`src/rtl/c4_pkg.sv`:
```
// Shared types and constants for the Connect Four move sequencer.
package c4_pkg;

  typedef enum logic [1:0] {IDLE, DROP, LAND, FULL} state_t;

  typedef enum logic [1:0] {
    EMPTY  = 2'd0,
    RED    = 2'd1,
    YELLOW = 2'd2
  } cell_t;

  localparam logic [7:0] KEY_LEFT  = 8'h04;
  localparam logic [7:0] KEY_RIGHT = 8'h07;
  localparam logic [7:0] KEY_DROP  = 8'h2C;

  localparam int unsigned COLS  = 7;
  localparam int unsigned ROWS  = 6;
  localparam int unsigned CELLS = COLS * ROWS;

  function automatic cell_t player_cell(input logic p);
    return p ? YELLOW : RED;
  endfunction

endpackage

```
`src/rtl/c4_board.sv`:
```
// 7x6 board storage with per-column fill heights and a move counter.
module c4_board
  import c4_pkg::*;
(
  input  logic       clk,
  input  logic       rst_n,
  input  logic       clr,
  input  logic       we,
  input  logic [2:0] wr_col,
  input  logic [1:0] wr_val,
  input  logic [2:0] rd_col,
  input  logic [2:0] rd_row,
  output logic [1:0] rd_cell,
  input  logic [2:0] sel_col,
  output logic [2:0] sel_height,
  output logic [5:0] move_count,
  output logic       full
);

  cell_t      cells  [COLS][ROWS];
  logic [2:0] height [COLS];
  logic [2:0] wr_row;

  // Tokens stack from the bottom row (ROWS-1) upward.
  assign wr_row = 3'(ROWS - 1) - height[wr_col];

  always_ff @(posedge clk or negedge rst_n) begin
    if (!rst_n) begin
      for (int unsigned c = 0; c < COLS; c++) begin
        height[c] <= '0;
        for (int unsigned r = 0; r < ROWS; r++) cells[c][r] <= EMPTY;
      end
      move_count <= '0;
    end else if (clr) begin
      for (int unsigned c = 0; c < COLS; c++) begin
        height[c] <= '0;
        for (int unsigned r = 0; r < ROWS; r++) cells[c][r] <= EMPTY;
      end
      move_count <= '0;
    end else if (we && wr_col < 3'(COLS) && height[wr_col] < 3'(ROWS)) begin
      cells[wr_col][wr_row] <= cell_t'(wr_val);
      height[wr_col]        <= height[wr_col] + 3'd1;
      move_count            <= move_count + 6'd1;
    end
  end

  always_comb begin
    rd_cell = '0;
    if (rd_col < 3'(COLS) && rd_row < 3'(ROWS)) rd_cell = cells[rd_col][rd_row];
  end

  assign sel_height = (sel_col < 3'(COLS)) ? height[sel_col] : 3'(ROWS);
  assign full       = (move_count == 6'(CELLS));

endmodule

```
`src/rtl/drop_controller.sv`:
```
// Connect Four move sequencer: key decode, cursor, falling-token animation, board commit.
module drop_controller
  import c4_pkg::*;
#(
  parameter int unsigned X_ORIGIN  = 50,
  parameter int unsigned Y_TOP     = 150,
  parameter int unsigned CELL      = 40,
  parameter int unsigned DROP_STEP = 4
) (
  input  logic       Clk,
  input  logic       Reset_n,
  input  logic       frame_tick,
  input  logic       new_game,
  input  logic [7:0] keycode,
  output logic [9:0] BallX,
  output logic [9:0] BallY,
  output logic       player,
  output logic [2:0] cursor_col,
  output logic       busy,
  output logic       board_full,
  input  logic [2:0] rd_col,
  input  logic [2:0] rd_row,
  output logic [1:0] rd_cell
);

  localparam logic [9:0]  X_ORIGIN_W = 10'(X_ORIGIN);
  localparam logic [9:0]  Y_TOP_W    = 10'(Y_TOP);
  localparam logic [9:0]  CELL_W     = 10'(CELL);
  localparam logic [10:0] STEP_W     = 11'(DROP_STEP);

  state_t     state, state_n;
  logic [7:0] prev_key;
  logic [2:0] cur, cur_n;
  logic [2:0] trow, trow_n;
  logic [9:0] ball_y, ball_y_n;
  logic       ply, ply_n;

  logic       key_evt;
  logic [9:0] target_y;
  logic [10:0] step_y;

  logic       board_we, board_clr;
  logic [1:0] wr_val;
  logic [2:0] sel_height;
  logic [5:0] move_count;
  logic       full;

  assign key_evt  = (keycode != 8'h00) && (keycode != prev_key);
  assign target_y = Y_TOP_W + CELL_W * {7'b0, trow + 3'd1};
  // One extra bit so a large step past target_y cannot wrap and miss the landing.
  assign step_y   = {1'b0, ball_y} + STEP_W;
  assign wr_val   = player_cell(ply);

  c4_board u_board (
    .clk        (Clk),
    .rst_n      (Reset_n),
    .clr        (board_clr),
    .we         (board_we),
    .wr_col     (cur),
    .wr_val     (wr_val),
    .rd_col     (rd_col),
    .rd_row     (rd_row),
    .rd_cell    (rd_cell),
    .sel_col    (cur),
    .sel_height (sel_height),
    .move_count (move_count),
    .full       (full)
  );

  always_ff @(posedge Clk or negedge Reset_n) begin
    if (!Reset_n) begin
      state    <= IDLE;
      prev_key <= '0;
      cur      <= 3'd3;
      trow     <= '0;
      ball_y   <= Y_TOP_W;
      ply      <= 1'b0;
    end else begin
      state    <= state_n;
      prev_key <= keycode;
      cur      <= cur_n;
      trow     <= trow_n;
      ball_y   <= ball_y_n;
      ply      <= ply_n;
    end
  end

  always_comb begin
    state_n   = state;
    cur_n     = cur;
    trow_n    = trow;
    ball_y_n  = ball_y;
    ply_n     = ply;
    board_we  = 1'b0;
    board_clr = 1'b0;

    case (state)
      IDLE: begin
        if (full) begin
          state_n = FULL;
        end else if (key_evt) begin
          if (keycode == KEY_LEFT && cur != 3'd0) begin
            cur_n = cur - 3'd1;
          end else if (keycode == KEY_RIGHT && cur != 3'(COLS - 1)) begin
            cur_n = cur + 3'd1;
          end else if (keycode == KEY_DROP && sel_height < 3'(ROWS)) begin
            trow_n  = 3'(ROWS - 1) - sel_height;
            state_n = DROP;
          end
        end
      end
      DROP: begin
        if (frame_tick) begin
          if (step_y >= {1'b0, target_y}) begin
            ball_y_n = target_y;
            state_n  = LAND;
          end else begin
            ball_y_n = step_y[9:0];
          end
        end
      end
      LAND: begin
        board_we = 1'b1;
        ply_n    = ~ply;
        ball_y_n = Y_TOP_W;
        // The counter increments at this edge, so test against the pre-write value.
        state_n  = (move_count == 6'(CELLS - 1)) ? FULL : IDLE;
      end
      FULL: ;
      default: state_n = IDLE;
    endcase

    if (new_game) begin
      board_clr = 1'b1;
      board_we  = 1'b0;
      ply_n     = 1'b0;
      cur_n     = 3'd3;
      ball_y_n  = Y_TOP_W;
      state_n   = IDLE;
    end
  end

  assign BallX      = X_ORIGIN_W + CELL_W * {7'b0, cur};
  assign BallY      = ball_y;
  assign player     = ply;
  assign cursor_col = cur;
  assign busy       = (state == DROP) || (state == LAND);
  assign board_full = (state == FULL);

endmodule

```
`config.mk`:
```
export PLATFORM = sky130hd
export DESIGN_NAME = drop_controller
export DESIGN_NICKNAME = d
export VERILOG_FILES = /design/src/rtl/c4_pkg.sv /design/src/rtl/c4_board.sv /design/src/rtl/drop_controller.sv
export SDC_FILE = /design/constraint.sdc
export NUM_CORES = 1
export LEC_CHECK = 0
export ABC_AREA = 1
export BUFFER_PORTS_ARGS = -buffer_cell sky130_fd_sc_hd__buf_2
export CAP_MARGIN = 10
export CORE_AREA = 5 5 130 132
export CTS_BUF_LIST = sky130_fd_sc_hd__clkbuf_16
export CTS_CLUSTER_SIZE = 28
export DETAILED_ROUTE_END_ITERATION = 10
export DIE_AREA = 0 0 135 137
export PLACE_DENSITY = 0.72
export SYNTH_ARGS = -nofsm -noshare
export SYNTH_HDL_FRONTEND = slang
export SYNTH_HIERARCHICAL = 1
export SYNTH_SLANG_ARGS = --single-unit
```
`constraint.sdc`:
```
create_clock -name Clk -period 8.7 [get_ports Clk]
set_input_delay 1.74 -clock Clk [delete_from_list [all_inputs] [get_ports Clk]]
set_output_delay 1.74 -clock Clk [all_outputs]
set_load 0.005 [all_outputs]
```
==> parameters.txt <==
Parameter                              Value

Logic synthesis
  Most area-hungry cell type in the Yosys netlist    dfrtp_1
  Proportion of netlist area held by the largest area contributor    39.4%
  Count of warnings emitted by yosys    6
  Post-synthesis instance total    1150
  Syn_area_per_cell    7.24 um2
  Biggest area contributors in the synthesized netlist    dfrtp_1 (39%), nand2_1 (16%), nand3_1 (14%)
  Distinct cells, synth    43
  Sequential share of the synthesized area    41.2%
  #FFs+latches synth    137
  Synthesized cell area    0.00833 mm2

Global route
  Final global-route overflow total    0
  Global-route wire length before repair    36.8 mm
  Tot GR Track Use    24.9%
  Antenna violations before repair    0
  Number of global-route vias before repair    7138
  Maximum number of pins on one net before global-route repair    91

Clock tree
  Clock edge transition at the registers on the reported setup and hold paths    60 ps
  Clock H-tree levels    4
  Post-CTS Setup Repair Bufs    0
  Largest buffer count on any clock path    2
  Clock latency on the worst-skew pair    420 ps
  Number of clock sinks seen by CTS    137
  # hold bufs at CTS    0
  CTS tree    built
  Number of gates resized after CTS    0
  Number of CTS-inserted buffers    17
  Library cell used as clock root buffer    clkbuf_16

Placed design
  Post-detailed-placement half-perimeter wirelength    14.2 mm
  Number of I/O port buffers    41
  Routability cong.    0.932
  Worst slack at placement    3250 ps

Setup path
  R2R Path Start    cursor_col[0]
  Data required time at the worst endpoint    6960 ps
  Critical-path cell list    buf_2, inv_1, nor2_1, buf_4, nand2_1, nand4_1, nand3_1, nand3_1, nand3_1, nand2_1, buf_2
  CP bufs+invs    4
  Slowest cell delay on critical path    670 ps
  Stages on the worst setup path    11
  Setup crit end    rd_cell[0]
  Cell count of the worst reg-to-reg path    14
  Reg-to-reg endpoint    u_board/cells[46]
  Critical path's top delay family    simple AND/OR/NAND/NOR gates
  Largest fanout on the critical path    18
  Worst Setup SP    rd_col[1]
  Slack of the worst reg-to-reg path    5350 ps
  Type of origin of the critical path    input port
  Worst path most repeated cell    nand3_1
  Critical Path End Type    output port
  Critical path type    in2out
  Slowest CP cell    nor2_1
  Data arrival, critical path    3770 ps

Routing
  Post-route ant nets    0
  Average via count per standard cell    5.62
  Routed WL    21.9 mm
  DR iter-0 viols    895
  Final routed DRC violation total    0
  Avg WL per Cell    15.8 um
  Overall via count from detail_route    7768
  First-pass iteration count of the detailed router    5

Min path
  Worst hold-check path type    reg2reg

Pwr
  Static leakage power    4.76 nW
  Power per cell area    211 mW/mm2
  Maximum resistive drop on vdd    141 uV

Job
  Max-capacitance violation count    0

Floorplanning
  Horizontal die dimension    135 um
  IO Pins    46
  Number of rows in the core area    46
  Floorplan die height    137 um
  Effective utilization at floorplan    53.4%
  Area of the die    0.0185 mm2
  CORE AREA    0.0156 mm2

Outcome
  Outcome    completed

STA
  Maximum clock frequency    181 MHz
  Worst Setup Slack, final    3190 ps
  Min cycle time layout    5510 ps
  Headroom to the max-slew limit    35.2%
  Setup repair after global routing missed its margin    false
  Final count of negative-setup-slack endpoints    0
  Share of the clock period used by the worst path after layout    63.4%
  Setup TNS Final    0 ps
  Slew of the pin with the lowest slew margin    971 ps
  Number of max-slew violations in the final report    0
  Setup clock skew after layout    8.14 ps
  Final number of hold-violating endpoints    0

Cells and area
  Final #Nets    1199
  Count of antenna diodes in the layout    0
  Share of layout cells above drive strength 1    10.6%
  Area growth from synthesis to final layout    10.4%
==> cells by family (layout without fill, tap and decap cells) <==
kind of cell,after synthesis,count (layout),synth area share [%]
AND/OR/NAND/NOR,719,719,37.8
buffers and inverters,154,169,8.04
XOR/XNOR,18,18,1.89
adder cells (fa/ha/maj),27,27,4.24
flip-flops,137,137,41.2
other,2,4,0.0902
AO/OA/AOI/OAI,93,93,6.73
==> cells in the mapped netlist (all sizes together) <==
library cell and count:
nand2 355, nand3 235, dfrtp 131, nor2 103, inv 80, o21ai 56
buf 39, clkbuf 33, ha 25, nand4 18, o211ai 14, xor2 12
nor3 7, a21oi 6, dfstp 6, xnor2 6, o31ai 3, a21boi 2
a31oi 2, clkinv 2, conb 2, fa 2, o2111ai 2, o22ai 2
a211oi 1, a221o 1, a22oi 1, a31o 1, nor3b 1, o21bai 1
o311ai 1
==> tightest hold or removal path, stage by stage (launching register included) <==
cell and delay, ps:
dfstp_2 380, inv_1 50, nand2_1 40
==> power breakdown <==
part / switching [mW] / total, mW / internal (mW)
clock network: 0.291 / 0.771 / 0.480
registers: 0.0251 / 0.692 / 0.667
logic: 0.317 / 0.478 / 0.161
total: 0.634 / 1.94 / 1.31
==> metal layers <==
metal / up-vias / track usage [%] / routed length [um]
met3: 26 / 4.82 / 1560
met1: 3692 / 34.6 / 9740
met2: 281 / 40.2 / 10200
met5: - / 0 / 0
li1: 3769 / - / -
met4: 0 / 6.66 / 338
==> through the flow <==
step | util [%] | hold slack, ps | instance area, um2 | total power [mW] | instances
after floorplan | - | 442 | 8340 | 1.06 | 1152
after global placement | 54.9 | 458 | 8570 | 1.17 | 1351
after detailed placement | 54.9 | 462 | 8570 | 1.18 | 1351
after CTS | 58.9 | 469 | 9190 | 1.95 | 1383
after global routing | 58.9 | 493 | 9190 | 2.05 | 1383
final | 58.9 | 470 | 9190 | 1.94 | 1383
==> registers in the layout, indices dropped and copies added, names as in the netlist <==
register            count
u_board/move_count      6
cursor_col              3
BallY                   9
u_board/cells          84
prev_key                8
u_board/height         21
state                   2
player                  1
trow                    3
==> layout make-up <==
| cell class | instances | area (um2) |
|---|---|---|
| fillers | 1423 | 6400 |
| multi-input cells | 861 | 4240 |
| flip-flops and latches | 137 | 3440 |
| clock buffers | 17 | 425 |
| repair buffers | 55 | 317 |
| inverters | 82 | 308 |
| well taps | 216 | 270 |
| clock inverters | 15 | 199 |
==> cell usage in the layout (no fill, tap or decap), drive strengths merged, types with 14 or more instances in the layout <==
cell,n
nand2,355
nand3,235
dfrtp,131
nor2,103
inv,82
o21ai,56
buf,55
ha,25
nand4,18
clkbuf,17
o211ai,14
==> how the worst min path moves through the flow <==
stage	slack, ps	to	from	cells past startpoint
6_report	470	BallY[1]	BallY[1]	2
5_1_grt	490	u_board/height[18]	u_board/height[18]	2
4_1_cts	470	BallY[1]	BallY[1]	2
3_5_place_dp	460	BallY[1]	BallY[1]	2
3_3_place_gp	460	u_board/height[18]	u_board/height[18]	2
2_1_floorplan	440	u_board/height[0]	u_board/height[0]	2
Power figures use the tool's default switching activity.
